## src/rtl/mem_arbiter_seq.sv

```systemverilog
// Byte-wide RAM/IO bus arbiter: round-robin between fetch and load/store, sequencing each
// granted access into per-byte bus cycles with read assembly/extension and IO write stalls.
module mem_arbiter_seq #(
  parameter logic [1:0] IO_SEL = 2'b11
) (
  input  logic        clk_in,
  input  logic        rst_in,
  input  logic        rdy_in,
  input  logic [7:0]  mem_din,
  output logic [7:0]  mem_dout,
  output logic [31:0] mem_a,
  output logic        mem_wr,
  input  logic        io_buffer_full,
  input  logic        flush,
  input  logic        if_req,
  input  logic [31:0] if_addr,
  output logic        if_grant,
  output logic        if_done,
  input  logic        ls_req,
  input  logic        ls_we,
  input  logic [2:0]  ls_width,
  input  logic [31:0] ls_addr,
  input  logic [31:0] ls_wdata,
  output logic        ls_grant,
  output logic        ls_done,
  output logic [31:0] rdata
);

  localparam int unsigned AW = 32;
  localparam int unsigned CW = 3;

  typedef enum logic [1:0] {S_IDLE, S_READ, S_WRITE, S_DONE} state_e;

  state_e          state_q, state_d;
  logic [CW-1:0]   cnt_q, cnt_d, nbytes_q, nbytes_d;
  logic [AW-1:0]   addr_q, addr_d, wdata_q, wdata_d, buf_q, buf_d, rdata_q, rdata_d;
  logic [AW-1:0]   mem_a_q, mem_a_d;
  logic [7:0]      mem_dout_q, mem_dout_d;
  logic            uns_q, uns_d, is_if_q, is_if_d, io_q, io_d, last_ls_q, last_ls_d;
  logic            wr_q, wr_d;
  logic            if_grant_q, if_grant_d, ls_grant_q, ls_grant_d;
  logic            if_done_q, if_done_d, ls_done_q, ls_done_d;

  logic            if_ok, pick_ls, acc_we;
  logic [AW-1:0]   acc_addr;
  logic [1:0]      nxt_b, lat_b;

  function automatic logic [CW-1:0] width_bytes(input logic [1:0] w);
    case (w)
      2'd0:    return CW'(1);
      2'd1:    return CW'(2);
      default: return CW'(4);
    endcase
  endfunction

  // Sign- or zero-extend a 1/2-byte result to 32 bits.
  function automatic logic [31:0] extend(input logic [31:0] v, input logic [CW-1:0] n,
                                         input logic uns);
    case (n)
      CW'(1):  return uns ? {24'd0, v[7:0]} : {{24{v[7]}}, v[7:0]};
      CW'(2):  return uns ? {16'd0, v[15:0]} : {{16{v[15]}}, v[15:0]};
      default: return v;
    endcase
  endfunction

  always_comb begin
    state_d    = state_q;
    cnt_d      = cnt_q;
    nbytes_d   = nbytes_q;
    addr_d     = addr_q;
    wdata_d    = wdata_q;
    buf_d      = buf_q;
    rdata_d    = rdata_q;
    mem_a_d    = mem_a_q;
    mem_dout_d = mem_dout_q;
    uns_d      = uns_q;
    is_if_d    = is_if_q;
    io_d       = io_q;
    last_ls_d  = last_ls_q;
    wr_d       = wr_q;
    if_grant_d = if_grant_q;
    ls_grant_d = ls_grant_q;
    if_done_d  = if_done_q;
    ls_done_d  = ls_done_q;

    // Fetch is blocked by flush; on contention the side not granted last time wins.
    if_ok    = if_req & ~flush;
    pick_ls  = ls_req & (~if_ok | ~last_ls_q);
    acc_addr = pick_ls ? ls_addr : if_addr;
    acc_we   = pick_ls & ls_we;
    nxt_b    = 2'(cnt_q + CW'(1));
    lat_b    = 2'(cnt_q - CW'(1));

    if (rdy_in) begin
      if_grant_d = 1'b0;
      ls_grant_d = 1'b0;
      if_done_d  = 1'b0;
      ls_done_d  = 1'b0;
      case (state_q)
        S_IDLE: begin
          if (if_ok | pick_ls) begin
            state_d    = acc_we ? S_WRITE : S_READ;
            cnt_d      = '0;
            addr_d     = acc_addr;
            wdata_d    = ls_wdata;
            nbytes_d   = pick_ls ? width_bytes(ls_width[1:0]) : CW'(4);
            uns_d      = pick_ls ? ls_width[2] : 1'b1;
            is_if_d    = ~pick_ls;
            io_d       = (acc_addr[17:16] == IO_SEL);
            last_ls_d  = pick_ls;
            if_grant_d = ~pick_ls;
            ls_grant_d = pick_ls;
            mem_a_d    = acc_addr;
            wr_d       = acc_we;
            mem_dout_d = acc_we ? ls_wdata[7:0] : 8'd0;
            buf_d      = '0;
          end
        end
        S_READ: begin
          if (is_if_q && flush) begin
            state_d = S_IDLE;
            mem_a_d = '0;
          end else begin
            // Byte for the address issued last cycle arrives now.
            if (cnt_q != '0) buf_d[{lat_b, 3'b000} +: 8] = mem_din;
            if (cnt_q == nbytes_q) begin
              state_d   = S_DONE;
              rdata_d   = extend(buf_d, nbytes_q, uns_q);
              if_done_d = is_if_q;
              ls_done_d = ~is_if_q;
              mem_a_d   = '0;
            end else begin
              cnt_d   = cnt_q + CW'(1);
              mem_a_d = ((cnt_q + CW'(1)) < nbytes_q) ? addr_q + AW'(cnt_q) + AW'(1) : '0;
            end
          end
        end
        S_WRITE: begin
          if (!(io_q && io_buffer_full)) begin
            if (cnt_q == nbytes_q - CW'(1)) begin
              state_d    = S_DONE;
              ls_done_d  = 1'b1;
              wr_d       = 1'b0;
              mem_a_d    = '0;
              mem_dout_d = 8'd0;
            end else begin
              cnt_d      = cnt_q + CW'(1);
              mem_a_d    = addr_q + AW'(cnt_q) + AW'(1);
              mem_dout_d = wdata_q[{nxt_b, 3'b000} +: 8];
            end
          end
        end
        S_DONE:  state_d = S_IDLE;
        default: state_d = S_IDLE;
      endcase
    end
  end

  always_ff @(posedge clk_in or negedge rst_in) begin
    if (!rst_in) begin
      state_q    <= S_IDLE;
      cnt_q      <= '0;
      nbytes_q   <= '0;
      addr_q     <= '0;
      wdata_q    <= '0;
      buf_q      <= '0;
      rdata_q    <= '0;
      mem_a_q    <= '0;
      mem_dout_q <= '0;
      uns_q      <= 1'b0;
      is_if_q    <= 1'b0;
      io_q       <= 1'b0;
      last_ls_q  <= 1'b0;
      wr_q       <= 1'b0;
      if_grant_q <= 1'b0;
      ls_grant_q <= 1'b0;
      if_done_q  <= 1'b0;
      ls_done_q  <= 1'b0;
    end else begin
      state_q    <= state_d;
      cnt_q      <= cnt_d;
      nbytes_q   <= nbytes_d;
      addr_q     <= addr_d;
      wdata_q    <= wdata_d;
      buf_q      <= buf_d;
      rdata_q    <= rdata_d;
      mem_a_q    <= mem_a_d;
      mem_dout_q <= mem_dout_d;
      uns_q      <= uns_d;
      is_if_q    <= is_if_d;
      io_q       <= io_d;
      last_ls_q  <= last_ls_d;
      wr_q       <= wr_d;
      if_grant_q <= if_grant_d;
      ls_grant_q <= ls_grant_d;
      if_done_q  <= if_done_d;
      ls_done_q  <= ls_done_d;
    end
  end

  // Write strobe drops immediately on freeze or a full UART buffer at an IO address.
  assign mem_wr   = wr_q & rdy_in & ~(io_q & io_buffer_full);
  assign mem_a    = mem_a_q;
  assign mem_dout = mem_dout_q;
  assign if_grant = if_grant_q;
  assign ls_grant = ls_grant_q;
  assign if_done  = if_done_q;
  assign ls_done  = ls_done_q;
  assign rdata    = rdata_q;

endmodule

```

## config.mk

```make
export PLATFORM = sky130hd
export DESIGN_NAME = mem_arbiter_seq
export DESIGN_NICKNAME = d
export VERILOG_FILES = /design/src/rtl/mem_arbiter_seq.sv
export SDC_FILE = /design/constraint.sdc
export NUM_CORES = 1
export LEC_CHECK = 0
export ABC_CLOCK_PERIOD_IN_PS = 2700
export CAP_MARGIN = 40
export CORE_MARGIN = 4
export CORE_UTILIZATION = 47
export CTS_CLUSTER_DIAMETER = 30
export CTS_CLUSTER_SIZE = 12
export DETAILED_ROUTE_END_ITERATION = 8
export GPL_TIMING_DRIVEN = 0
export PLACE_DENSITY_LB_ADDON = 0.25
export SYNTH_ARGS = -nofsm -noshare
export SYNTH_HDL_FRONTEND = slang
export SYNTH_SLANG_ARGS = --single-unit
```

## constraint.sdc

```tcl
create_clock -name clk_in -period 2.7 [get_ports clk_in]
set_clock_uncertainty 0.15 [all_clocks]
set_input_delay 0.54 -clock clk_in [delete_from_list [all_inputs] [get_ports clk_in]]
set_output_delay 0.54 -clock clk_in [all_outputs]
set_load 0.005 [all_outputs]
```

==> out/qor.txt <==
DRT
----------------------------------------------------------------------------------------------------
Number of vias after detailed routing                                                          8,355
Wire length reported by the detailed router                                                27,600 um
DRC marker count from the first detailed-route iteration                                         591
Wirelength per Cell                                                                          18.6 um
DRC errors left                                                                                    0
Count of nets left with antenna violations after detail routing                                    0
First drt pass iteration count                                                                     5
Avg Vias per Cell                                                                               5.64

YOSYS
----------------------------------------------------------------------------------------------------
Share of flip-flops with an asynchronous set or reset                                           100%
Ranking of synthesized cells by area                                                    sky130_fd_sc_hd__dfrtp_1 (48%), sky130_fd_sc_hd__nand2_1 (7.9%), sky130_fd_sc_hd__a22o_1 (4.2%)
Count of mapped cells out of synthesis                                                           965
Synth Register Bits                                                                              185
Unique cell type count in the Yosys netlist                                                       72
Post-synth design cell area                                                               9690 sq um
Post-synthesis cell type with the largest combined area                                 sky130_fd_sc_hd__dfrtp_1
Top flip-flop cell by instance count after synthesis                                    sky130_fd_sc_hd__dfrtp_1
Mapped Avg Cell Area                                                                      10.0 sq um
Area share of the largest cell type after synthesis                                            47.8%
Number of synthesized flops with an enable pin                                                     0
Yosys warning count                                                                                0
Synth Net Count                                                                                1,100
Sequential area share after synthesis                                                          47.8%

POWER
----------------------------------------------------------------------------------------------------
Pwr/cell area                                                                           1090 nW/um^2
VDD IR max                                                                                  0.452 mV
Internal Pwr Total                                                                           8.75 mW
Switching power                                                                              5.42 mW
Clock power share                                                                              17.9%
Overall power after layout                                                                   14.2 mW
Leak Pwr                                                                                     5.62 nW
Switching share of power                                                                       38.2%
Logic gate share of total power                                                                48.5%
Flop pwr share                                                                                 33.6%

TIMING
----------------------------------------------------------------------------------------------------
Worst-margin pin slew                                                                       0.813 ns
Min setup slack post-route                                                                -0.0342 ns
Count of endpoints failing setup in the final report                                              21
Setup repair after global routing missed its margin                                             true
Final-report hold violation count                                                                  0
Rel. slew slack                                                                                45.7%
Post-route clock period utilization                                                             101%
Minimum clock period after layout                                                            2.73 ns
Setup TNS                                                                                  -0.324 ns
Highest achievable clock rate                                                              0.366 GHz
Count of final max-slew check failures                                                             0

PLACEMENT
----------------------------------------------------------------------------------------------------
RePlAce Congestion                                                                             0.847
Number of port buffers                                                                           191
Half-perimeter wire length after detailed placement                                        19,400 um
Placed instance count                                                                          1,428

FINISH
----------------------------------------------------------------------------------------------------
Layout Area Growth over Synthesis                                                              34.6%
Antenna cell count                                                                                 0
Final std cells w/o fill                                                                       1,481
Fraction of layout instances using a drive strength above 1                                    13.1%
Number of nets in the layout                                                                   1,334

GRT
----------------------------------------------------------------------------------------------------
Global-route wire length before repair                                                     43,100 um
Antenna violations before repair                                                                   0
GRT Resource Usage Total                                                                       23.8%
GRT Residual Overflow                                                                              0
Vias in the first global route                                                                 8,231
Maximum number of pins on one net before global-route repair                                     108

CLOCK TREE
----------------------------------------------------------------------------------------------------
H-tree Lvls                                                                                        4
Clock Tree Root                                                                         sky130_fd_sc_hd__clkbuf_16
CTS hold repair buffers                                                                            0
Worst-case clock buffer depth                                                                      2
Clk Latency, worst-skew pair                                                                 0.43 ns
CTS tree                                                                                         yes
Number of buffers created by CTS                                                                  17
Clock-pin slew reported for the worst setup and hold paths after clock tree synthesis        0.07 ns
CTS sink count                                                                                   185

DIE
----------------------------------------------------------------------------------------------------
Number of placed I/O pins                                                                        192
Die Span X                                                                                    152 um
Initial Util                                                                                   47.9%
Chip Height                                                                                   152 um
Placement row count                                                                               52
Placeable core region                                                                   20,200 sq um
Total Die Area                                                                          23,000 sq um

SETUP PATH
----------------------------------------------------------------------------------------------------
Startpoint Class                                                                                flop
Maximum fanout count along the critical path                                                       6
Worst endpoint data arrival time                                                             2.93 ns
Critical path capture point type                                                                flop
Startpoint-to-endpoint class of the critical path                                         reg -> reg
Required time of the critical path                                                           2.89 ns

WORST HOLD PATH
----------------------------------------------------------------------------------------------------
Type of the worst min-delay path                                                         in -> async

RUN STATUS
----------------------------------------------------------------------------------------------------
Result of the run                                                                       complete, but fails checks
Failing checks                                                                          negative setup slack

JOB
----------------------------------------------------------------------------------------------------
Number of maximum-capacitance violations                                                           0

-- what timing repair did --
item	in CTS	in global routing
pin swaps	4	31
endpoints found under the setup margin	89	54
buffers inserted	7	12
cloned	0	3
resized for setup	18	36
-- metrics by stage --
step	cell area, sq um	utilization (%)	hold WS [ns]	worst slack, ns
floorplan	9690	-	0.0944	0.0246
global placement	11900	59.0	0.304	-6.90
detailed placement	12000	59.2	0.312	-0.574
CTS	12700	62.7	0.0481	0.0114
global route	13000	64.4	0.0798	-0.102
finish	13000	64.4	0.0114	-0.0342
-- worst max-delay path: stages (launching register included) --
cell and delay [ns]:
sky130_fd_sc_hd__dfrtp_2 0.40, sky130_fd_sc_hd__buf_12 0.12, sky130_fd_sc_hd__clkinvlp_4 0.11, sky130_fd_sc_hd__ha_4 0.31
sky130_fd_sc_hd__ha_4 0.19, sky130_fd_sc_hd__nor2b_1 0.12, sky130_fd_sc_hd__o21a_1 0.21, sky130_fd_sc_hd__o41ai_4 0.38
sky130_fd_sc_hd__nand3_4 0.25, sky130_fd_sc_hd__clkbuf_16 0.26, sky130_fd_sc_hd__o221ai_2 0.15
-- power by group through the flow --
stage	registers (mW)	logic (mW)	clock network [mW]
final	4.76	6.88	2.53
after detailed placement	4.79	6.23	0
after global placement	4.76	6.09	0
after floorplan	4.66	3.94	0
after global routing	4.91	7.54	2.67
after CTS	4.75	6.46	2.54
-- layout by cell type, fill, tap and decap left out, types with 4 or more instances in the layout --
cell                              count
sky130_fd_sc_hd__clkbuf_2             4
sky130_fd_sc_hd__a22oi_1             23
sky130_fd_sc_hd__a22o_1              46
sky130_fd_sc_hd__a21boi_0             9
sky130_fd_sc_hd__and2_1               7
sky130_fd_sc_hd__clkdlybuf4s50_1    189
sky130_fd_sc_hd__buf_4               21
sky130_fd_sc_hd__and4_1               5
sky130_fd_sc_hd__a2bb2oi_1            6
sky130_fd_sc_hd__nand2b_1             6
sky130_fd_sc_hd__mux2i_1             34
sky130_fd_sc_hd__nand3_1             10
sky130_fd_sc_hd__ha_1                16
sky130_fd_sc_hd__a31oi_1              9
sky130_fd_sc_hd__nor2b_1             12
sky130_fd_sc_hd__buf_2               14
sky130_fd_sc_hd__a21oi_1             20
sky130_fd_sc_hd__o21ai_0             60
sky130_fd_sc_hd__inv_1               24
sky130_fd_sc_hd__nor2_1              52
sky130_fd_sc_hd__o22a_1              26
sky130_fd_sc_hd__nand4_1             11
sky130_fd_sc_hd__clkbuf_16           20
sky130_fd_sc_hd__nand2_1            205
sky130_fd_sc_hd__o21ai_2              5
sky130_fd_sc_hd__xor2_1              19
sky130_fd_sc_hd__clkbuf_1            33
sky130_fd_sc_hd__and3_1               9
sky130_fd_sc_hd__xnor2_1             12
sky130_fd_sc_hd__dfrtp_1            183
sky130_fd_sc_hd__o221ai_2            25
sky130_fd_sc_hd__mux4_2               8
-- cell usage after synthesis, types with 10 or more instances --
| library cell | count |
|---|---|
| sky130_fd_sc_hd__inv_1 | 26 |
| sky130_fd_sc_hd__nor2_1 | 53 |
| sky130_fd_sc_hd__nand3_1 | 10 |
| sky130_fd_sc_hd__xor2_1 | 19 |
| sky130_fd_sc_hd__o21ai_0 | 60 |
| sky130_fd_sc_hd__dfrtp_1 | 185 |
| sky130_fd_sc_hd__o221ai_1 | 10 |
| sky130_fd_sc_hd__mux2i_1 | 34 |
| sky130_fd_sc_hd__nor2b_1 | 13 |
| sky130_fd_sc_hd__o22a_1 | 26 |
| sky130_fd_sc_hd__xnor2_1 | 14 |
| sky130_fd_sc_hd__nand4_1 | 11 |
| sky130_fd_sc_hd__a22oi_1 | 23 |
| sky130_fd_sc_hd__o221ai_2 | 16 |
| sky130_fd_sc_hd__nand2_1 | 205 |
| sky130_fd_sc_hd__a21oi_1 | 21 |
| sky130_fd_sc_hd__clkbuf_1 | 36 |
| sky130_fd_sc_hd__ha_1 | 19 |
| sky130_fd_sc_hd__buf_2 | 15 |
| sky130_fd_sc_hd__a22o_1 | 46 |
-- logic make-up after synthesis --
family / Yosys count / synth area share [%]
xor gates and xnor gates: 35 / 3.40
adders and majority gates: 20 / 2.66
AOI/OAI and AO/OA: 251 / 20.3
buffers and inverters: 86 / 4.06
and+or+nand+nor: 343 / 16.0
DFF: 185 / 47.8
muxes: 45 / 5.75
-- layout make-up --
type,instances,area (sq um)
clock inverter,9,115
timing repair buffer,215,2170
inverter,26,101
clock buffer,22,474
multi-input combinational,694,4860
fill,1628,7200
tap,270,338
buffer,60,347
sequential,185,4630
-- metal layers --
metal  global-route usage [%]  up-vias  share of wire, %
met2                     39.0      302                49
met5                        0        -                 0
met1                     32.0     4098                42
met4                     7.28        0               2.1
met3                     5.06       35               6.5
li1                         -     3920                 -
-- sequential cells by signal, summed over array words and instances, names as in the netlist, 2 cells and up --
| signal | count |
|---|---|
| nbytes_q | 3 |
| rdata | 32 |
| cnt_q | 3 |
| mem_dout | 8 |
| addr_q | 32 |
| buf_q | 32 |
| wdata_q | 32 |
| state_q | 2 |
| mem_a | 32 |
-- path summary, 6_finish.rpt --
check                                   end         from  slack, ns  cells after the start
worst max register to register    mem_a[15]     cnt_q[0]      -0.03                     10
max in group asynchronous          cnt_q[1]       rst_in       1.52                      2
worst min-delay path              buf_q[31]       rst_in       0.01                      1
worst max-delay path              mem_a[15]     cnt_q[0]      -0.03                     10
min in group clk_in             wdata_q[24]  wdata_q[24]       0.32                      2
worst min register to register  wdata_q[24]  wdata_q[24]       0.32                      2
Note: power is estimated with default switching activity, not from simulation.
